### src/rtl/pci_in_decoder.sv
// pci_in_decoder: PCI target address decoder and data-beat extractor; define PCI_IN_PARITY_EN to add bus parity checking
module pci_in_decoder (
  input  logic        PHY_CLK33_I,
  input  logic        PHY_RST_I,
  input  logic        FRAMEn_I,
  input  logic        IRDYn_I,
  input  logic        TRDYn_I,
  input  logic        STOPn_I,
  input  logic        IDSEL_I,
  input  logic [31:0] AD_I,
  input  logic [3:0]  CBEn_I,
  input  logic        PAR_I,
  input  logic [31:0] BAR_I,
  input  logic [31:0] BAR_MASK_I,
  input  logic        MEM_SPACE_EN_I,
  output logic        CFG_OUTPUT_EN_O,
  output logic        MEM_OUTPUT_EN_O,
  output logic [31:0] ADDR_O,
  output logic [3:0]  CMD_O,
  output logic        WR_O,
  output logic        BEAT_O,
  output logic [31:0] DATA_O,
  output logic [3:0]  BE_O,
  output logic        LAST_O,
  output logic        PERR_O
);
  typedef enum logic [1:0] {IDLE, DATA, MISS, TURN} state_t;
  state_t state;
  logic frame_q, armed;
  logic addr_phase, xfer, abort, cfg_hit, mem_hit;
  // armed blocks decoding until FRAME# has been seen high after reset, so a FRAME# held low through reset is not taken as a fresh edge
  always_comb begin
    addr_phase = (state == IDLE || state == TURN) && !FRAMEn_I && IRDYn_I && frame_q && armed;
    xfer       = state == DATA && !IRDYn_I && !TRDYn_I;
    abort      = state == DATA && FRAMEn_I && !IRDYn_I && !STOPn_I && TRDYn_I;
    cfg_hit    = CBEn_I[3:1] == 3'b101 && IDSEL_I && AD_I[1:0] == 2'b00;
    mem_hit    = CBEn_I inside {4'h6, 4'h7, 4'hC, 4'hE, 4'hF} && MEM_SPACE_EN_I &&
                 (AD_I & BAR_MASK_I) == (BAR_I & BAR_MASK_I);
  end
  // transaction state machine with registered outputs
  always_ff @(posedge PHY_CLK33_I or posedge PHY_RST_I) begin
    if (PHY_RST_I) begin
      state           <= IDLE;
      frame_q         <= 1'b1;
      armed           <= 1'b0;
      CFG_OUTPUT_EN_O <= 1'b0;
      MEM_OUTPUT_EN_O <= 1'b0;
      ADDR_O          <= '0;
      CMD_O           <= '0;
      WR_O            <= 1'b0;
      BEAT_O          <= 1'b0;
      DATA_O          <= '0;
      BE_O            <= '0;
      LAST_O          <= 1'b0;
    end else begin
      frame_q <= FRAMEn_I;
      armed   <= armed | FRAMEn_I;
      BEAT_O  <= 1'b0;
      LAST_O  <= 1'b0;
      case (state)
        IDLE, TURN: begin
          state <= addr_phase ? ((cfg_hit || mem_hit) ? DATA : MISS) : IDLE;
          if (addr_phase) begin
            ADDR_O          <= AD_I;
            CMD_O           <= CBEn_I;
            WR_O            <= CBEn_I[0];
            CFG_OUTPUT_EN_O <= cfg_hit;
            MEM_OUTPUT_EN_O <= mem_hit;
          end
        end
        DATA: begin
          if (xfer) begin
            BEAT_O <= 1'b1;
            DATA_O <= AD_I;
            BE_O   <= ~CBEn_I;
            LAST_O <= FRAMEn_I;
            ADDR_O <= ADDR_O + 32'd4;
          end
          if ((xfer && FRAMEn_I) || abort) begin
            state           <= TURN;
            CFG_OUTPUT_EN_O <= 1'b0;
            MEM_OUTPUT_EN_O <= 1'b0;
          end
        end
        MISS: state <= (FRAMEn_I && IRDYn_I) ? IDLE : MISS;
        default: state <= IDLE;
      endcase
    end
  end
`ifdef PCI_IN_PARITY_EN
  logic par_pend, par_exp;
  // PAR arrives one clock after the AD/CBE it covers, so hold the expected value for one cycle
  always_ff @(posedge PHY_CLK33_I or posedge PHY_RST_I) begin
    if (PHY_RST_I) begin
      par_pend <= 1'b0;
      par_exp  <= 1'b0;
      PERR_O   <= 1'b0;
    end else begin
      par_pend <= addr_phase || xfer;
      par_exp  <= ^{AD_I, CBEn_I};
      PERR_O   <= par_pend && (PAR_I != par_exp);
    end
  end
`else
  logic unused_par;
  assign unused_par = PAR_I;
  assign PERR_O     = 1'b0;
`endif
endmodule

### config.mk
export PLATFORM = sky130hd
export DESIGN_NAME = pci_in_decoder
export DESIGN_NICKNAME = d
export VERILOG_FILES = /design/src/rtl/pci_in_decoder.sv
export SDC_FILE = /design/constraint.sdc
export NUM_CORES = 1
export LEC_CHECK = 0
export ABC_AREA = 1
export ABC_CLOCK_PERIOD_IN_PS = 7450
export BUFFER_PORTS_ARGS = -buffer_cell sky130_fd_sc_hd__clkbuf_2
export CELL_PAD_IN_SITES_DETAIL_PLACEMENT = 0
export CELL_PAD_IN_SITES_GLOBAL_PLACEMENT = 1
export CORE_AREA = 2 2 100 141
export DETAILED_ROUTE_END_ITERATION = 8
export DIE_AREA = 0 0 102 143
export GPL_TIMING_DRIVEN = 0
export PLACE_DENSITY = 0.85
export SLEW_MARGIN = 5
export SYNTH_ARGS = -nofsm -noshare
export SYNTH_HDL_FRONTEND = slang
export SYNTH_SLANG_ARGS = --single-unit
### constraint.sdc
create_clock -name PHY_CLK33_I -period 7.45 [get_ports PHY_CLK33_I]
set_input_delay 1.1175 -clock PHY_CLK33_I [delete_from_list [all_inputs] [get_ports PHY_CLK33_I]]
set_output_delay 1.1175 -clock PHY_CLK33_I [all_outputs]
set_load 0.005 [all_outputs]
==> results.tsv, run 1 <==
metric	value	unit
Reg-to-Reg Start	state[0]	
register area share after synthesis	42.3	%
Reg power frac	41.0	%
met1 usage	25.1	%
Post-synth ARST share	100	%
die area	14600	um2
hold path endpoint	CMD_O[2]	
Post-CTS Setup Inserts	0	
hold crit path type	register to register	
Synth Instances	672	
hold buffers post-CTS	0	
Final Worst Setup Slack	5230	ps
Pint	0.906	mW
min Tclk post-route	2220	ps
static leakage	3.42	nW
max-slew violations	0	
Rows	50	
Worst-Skew Late Latency	340	ps
global placement routability congestion	0.879	
clk buf depth	2	
Fin Setup TNS	0	ps
IO Port Bufs	184	
antenna-violating nets left	0	
R2R setup slack	5400	ps
total gr overflow	0	
CORE AREA	13300	um2
first drt pass iteration count	6	
Hold Violations, Final	0	
CTS Buf Count	9	
DRC marker count from the first detailed-route iteration	210	
Post-CTS Resized	0	
Switching Fraction	29.1	%
top cells by area, synth	dfrtp_1 42%, nand2_1 15%, o21ai_0 8.5%	
power share of the clock group	40.5	%
Worst-path clk slew	60	ps
residual DRC count	0	
hold path depth	2	
number of synthesized flops with an enable pin	0	
HPWL Detailed	11.6	mm
via count	4928	
Net Switching	0.372	mW
fin util	47.2	%
first-pass GRT wire length	23.6	mm
fmax	451	MHz
commonest non-fill, non-tap cell in the layout	nand2_1	
WL/cell	14.0	um
Yosys top cell area share	41.7	%
Hold WS	469	ps
CP max-delay cell	buf_2	
hold_sp	CMD_O[2]	
Data arrival, critical path	2470	ps
GRT met2 Usage	37.0	%
die extent in x	102	um
cell chain of the critical path	clkbuf_2 -> inv_2 -> nand2_1 -> nor2_4 -> nor2_2 -> a21oi_4 -> buf_2 -> o21ai_0 -> a22oi_1	
syn_area_per_cell	7.05	um2
Vias/cell	4.67	
Antenna diodes	0	
Setup Skew	5.17	ps
initial antenna violation count	0	
I/O pin cnt	187	
pre-CTS setup slack	4890	ps
status	finished, final reports clean	
Routed WL	14.8	mm
peak supply drop	0.0000953	V
RSZ-0062 raised after global routing	no	
ys flop type	dfrtp_1	
CP Capture Type	register	
WP buf/inv	3	
final net count	980	
clock sink count	80	
crit path kind	primary input to register	
layout cell share with drive strength beyond 1	27.3	%
grt peak-use layer	met2	
CTS root buf	clkbuf_16	
maxcap violations	0	
Fillers	1431	
CTS tree	built	
reg2reg path depth	9	
GR Util met3	3.52	%
depth of the CTS H-tree	3	
Final setup viols	0	
WP depth	9	
Slew HR	62.3	%
CP delay by family, top	compound AO/OA/AOI/OAI gates	
Yosys top cell by area	dfrtp_1	
Critical R2R Capture	ADDR_O[4]	
GRT Total Usage	20.8	%
Required @ worst endpoint	7700	ps
P per Cell Area	204	nW/um2
final worst path period share	29.8	%
Initial Utilization	35.7	%
Crit Path Max Fanout	10	
register bit total from synthesis	80	
type of origin of the critical path	primary input	
largest net degree at the start of global routing	51	
Combinational Power Share	18.6	%
Syn Nets	784	
vias in the first global route	4764	
Die Y	143	um
Power Total	1.28	mW
synth warn	0	
library cells used by synthesis	39	
most frequent cells in the layout	188 x nand2_1, 184 x clkbuf_2, 98 x inv_1	
Layout area overhead	32.2	%
Slew @ Worst Pin	565	ps
Synth Cell Area	4740	um2
Worst path max stage delay	300	ps
## Yosys cell counts (2+ instances only)
cell      count
o21ai_0      80
inv_1        99
o21ai_1      17
nand3b_1      4
nor2_1       35
o31ai_1       3
ha_1          3
dfrtp_1      79
nor2_4        2
nand2_1     188
buf_6         2
nor3_1       10
inv_2         3
nand4_1       3
or2_2         6
buf_2         3
buf_1         4
nor2_2        6
clkbuf_1      9
nand2_2       3
xor2_1        9
a21oi_1      22
buf_4         4
nand3_1      63
## registers in the layout, indices dropped and copies added (netlist names)
name / flops
BEAT_O: 1
CFG_OUTPUT_EN_O: 1
DATA_O: 32
state: 2
LAST_O: 1
frame_q: 1
BE_O: 4
CMD_O: 4
MEM_OUTPUT_EN_O: 1
armed: 1
ADDR_O: 32
## through the flow
step	cell area, um2	cells
final	6260	1055
after detailed placement	5910	1039
after global placement	5880	1038
after floorplan	4740	672
after CTS	6260	1055
after global routing	6260	1055
## layer usage
layer / part of all wire (%) / wire length (um) / vias up
li1: - / - / 2538
met1: 42 / 6150 / 2240
met2: 52 / 7670 / 131
met3: 4.4 / 653 / 19
met4: 1.9 / 280 / 0
met5: 0 / 0 / -
## kinds of logic after synthesis
| group | after synthesis | synth area share (%) |
|---|---|---|
| buffers and inverters | 124 | 10.5 |
| AOI/OAI and AO/OA | 129 | 14.4 |
| other | 1 | 0.0792 |
| DFF | 80 | 42.3 |
| xor gates and xnor gates | 9 | 1.66 |
| adders and majority gates | 3 | 0.793 |
| and+or+nand+nor | 326 | 30.3 |
## worst max-delay path by stage
| stage | from | end |
|---|---|---|
| 2_1_floorplan | PHY_RST_I | ADDR_O[0] |
| 3_3_place_gp | PHY_RST_I | DATA_O[8] |
| 3_5_place_dp | FRAMEn_I | ADDR_O[4] |
| 4_1_cts | FRAMEn_I | ADDR_O[21] |
| 5_1_grt | FRAMEn_I | ADDR_O[4] |
| 6_report | FRAMEn_I | ADDR_O[4] |
## power by group through the flow
stage,Clock (mW),Combinational [mW],Sequential [mW]
floorplan,0,0.120,0.525
global route,0.543,0.273,0.530
global placement,0,0.236,0.530
CTS,0.524,0.241,0.524
finish,0.517,0.237,0.524
detailed placement,0,0.240,0.531
## worst register-to-register path: stages, from the launching register on
cell     delay, ps
dfrtp_1        370
inv_1           60
ha_1           330
nand3_1        130
nor2_4         170
nor2_2          90
a21oi_4        210
buf_2          300
o21ai_0        120
a22oi_1        170
## area by class of cell
class | instances | area, um2 | area share, %
plain buffers | 22 | 116 | 1.86
clock buffers | 9 | 225 | 3.60
clock inverters | 7 | 120 | 1.92
inverters | 102 | 385 | 6.16
multi-input cells | 468 | 2230 | 35.7
flip-flops and latches | 80 | 2000 | 32.0
well taps | 182 | 228 | 3.64
repair buffers | 185 | 948 | 15.2
Note: power is estimated with default switching activity, not from simulation.
==> run 2, diff against run 1 <==
Settings changed: ABC_CLOCK_PERIOD_IN_PS 7450 to 2300, CORE_AREA 2 2 100 141 to 2 2 103 145, DIE_AREA 0 0 102 143 to 0 0 105 147, PLACE_DENSITY 0.85 to 0.81.
Clock period 7.45 ns to 2.3 ns, I/O delays scaled along.
==> results.tsv, run 2 (same netlist as run 1, synthesis figures left out) <==
metric	value	unit	change
status	finished, final reports clean		
Largest regs	ADDR_O x32, DATA_O x32		
hold crit path type	primary input to async pin		
Rows	52		+4.0%
first drt pass iteration count	4		-2
Required @ worst endpoint	2530	ps	-5170 ps
Layout area overhead	32.2	%	unchanged
Crit Path Max Fanout	10		unchanged
fin util	44.1	%	-3.1 points
Routed WL	14.9	mm	+0.95%
CTS Buf Count	9		unchanged
GRT Total Usage	20.0	%	-0.81 points
Final Worst Setup Slack	291	ps	-4940 ps
post-route insts no fill	1063		+0.76%
pre-CTS setup slack	280	ps	-4610 ps
CTS root buf	clkbuf_16		
WL/cell	14.0	um	+0.19%
final net count	981		+0.10%
Data arrival, critical path	2240	ps	-230 ps
commonest non-fill, non-tap cell in the layout	nand2_1		
antenna-violating nets left	0		unchanged
hold buffers post-CTS	0		unchanged
Worst-Skew Late Latency	350	ps	about the same
Fin Setup TNS	0	ps	unchanged
Initial Utilization	33.4	%	-2.3 points
type of origin of the critical path	register		
peak supply drop	0.000321	V	+240%
CTS tree	built		
Slew @ Worst Pin	718	ps	+153 ps
P per Cell Area	640	nW/um2	+210%
die area	15400	um2	+5.8%
RSZ-0062 raised after global routing	no		
final worst path period share	87.3	%	
Multi-input gate area	2230	um2	unchanged
via count	4983		+1.1%
initial antenna violation count	0		unchanged
Antenna diodes	0		unchanged
Die Y	147	um	+2.8%
CORE AREA	14200	um2	+6.9%
DRC marker count from the first detailed-route iteration	213		+1.4%
Worst-path clk slew	70	ps	about the same
most frequent cells in the layout	188 x nand2_1, 184 x clkbuf_2, 98 x inv_1		
sequential cell area	2000	um2	unchanged
CP Capture Type	register		
critical path's most frequent cell	inv_1		
clock sink count	80		unchanged
clk buf depth	2		unchanged
total gr overflow	0		unchanged
depth of the CTS H-tree	3		unchanged
Worst path max stage delay	380	ps	+80 ps
residual DRC count	0		unchanged
Final setup viols	0		unchanged
maxcap violations	0		unchanged
HPWL Detailed	12.1	mm	+3.8%
vias in the first global route	4957		+4.1%
CP max-delay cell	dfrtp_1		
Hold Violations, Final	0		unchanged
max-slew violations	0		unchanged
Setup Skew	7.33	ps	+2.16 ps
I/O pin cnt	187		unchanged
Fillers	1597		+12%
first-pass GRT wire length	24.5	mm	+3.8%
die extent in x	105	um	+2.9%
Slew HR	52.0	%	-10 points
min Tclk post-route	2010	ps	
crit path kind	register to register		
cell chain of the critical path	inv_1 -> ha_1 -> nand3_1 -> nor2_4 -> nor2_2 -> a21oi_4 -> inv_2 -> buf_6 -> o31ai_1 -> inv_1		
largest net degree at the start of global routing	32		-37%
static leakage	3.41	nW	-0.34%
layout cell share with drive strength beyond 1	27.3	%	+0.083 points
fmax	498	MHz	
Vias/cell	4.69		+0.36%
Post-CTS Setup Inserts	0		unchanged
Post-CTS Resized	0		unchanged
IO Port Bufs	184		unchanged
global placement routability congestion	0.861		-2.0%
Placed Cells	1047		+0.77%
[run 2: cell types whose count changed in the layout (fill, tap and decap cells not counted)]
cell / delta
inv_6: +2
buf_12: +1
clkinvlp_4: +2
bufinv_16: -2
clkinv_2: -1
clkbuf_8: +2
clkinv_4: -2
inv_4: -1
[run 2: worst paths after layout]
path / start / cells after the start / slack, ps / end
worst max-delay path: state[0] / 10 / 290 / ADDR_O[11]
worst min-delay path: PHY_RST_I / 2 / 100 / DATA_O[28]
worst max register to register: state[0] / 10 / 290 / ADDR_O[11]
worst min register to register: CMD_O[2] / 2 / 480 / CMD_O[2]
max in group asynchronous: PHY_RST_I / 3 / 1600 / frame_q
min in group PHY_CLK33_I: FRAMEn_I / 1 / 120 / frame_q
[run 2: layout make-up]
class | count | share of cell area, %
Inverter | 102 | 6.18
Sequential cell | 80 | 32.0
Multi-Input combinational cell | 468 | 35.7
Clock buffer | 11 | 4.04
Buffer | 22 | 1.86
Clock inverter | 5 | 0.999
Tap cell | 189 | 3.78
Timing Repair Buffer | 186 | 15.5
[run 2: power by group]
part	internal, mW	switching (mW)	leakage [nW]
Clock	0.909	0.628	0.149
Sequential	1.54	0.153	1.04
Combinational	0.331	0.445	2.22
[run 2: routing by layer]
| layer | routed length, um | part of all wire, % | global-route usage [%] |
|---|---|---|---|
| met2 | 7810 | 52 | 36.8 |
| met4 | 251 | 1.7 | 6.00 |
| met5 | 0 | 0 | 0 |
| met1 | 6120 | 41 | 23.6 |
| met3 | 716 | 4.8 | 3.50 |
[run 2: stage by stage]
stage	hold slack (ps)	power [mW]	area, um2
finish	95.5	4.01	6260
CTS	115	4.05	6260
detailed placement	452	2.51	5940
floorplan	349	2.09	4740
global route	126	4.23	6260
global placement	454	2.49	5900
[run 2: critical path, delay by kind of cell, from the launching register on]
kind                     cells  cell delay (ps)
buffers and inverters        4              330
adder cells (fa/ha/maj)      1              310
flip-flops                   1              380
AO/OA/AOI/OAI                2              470
AND/OR/NAND/NOR              3              380
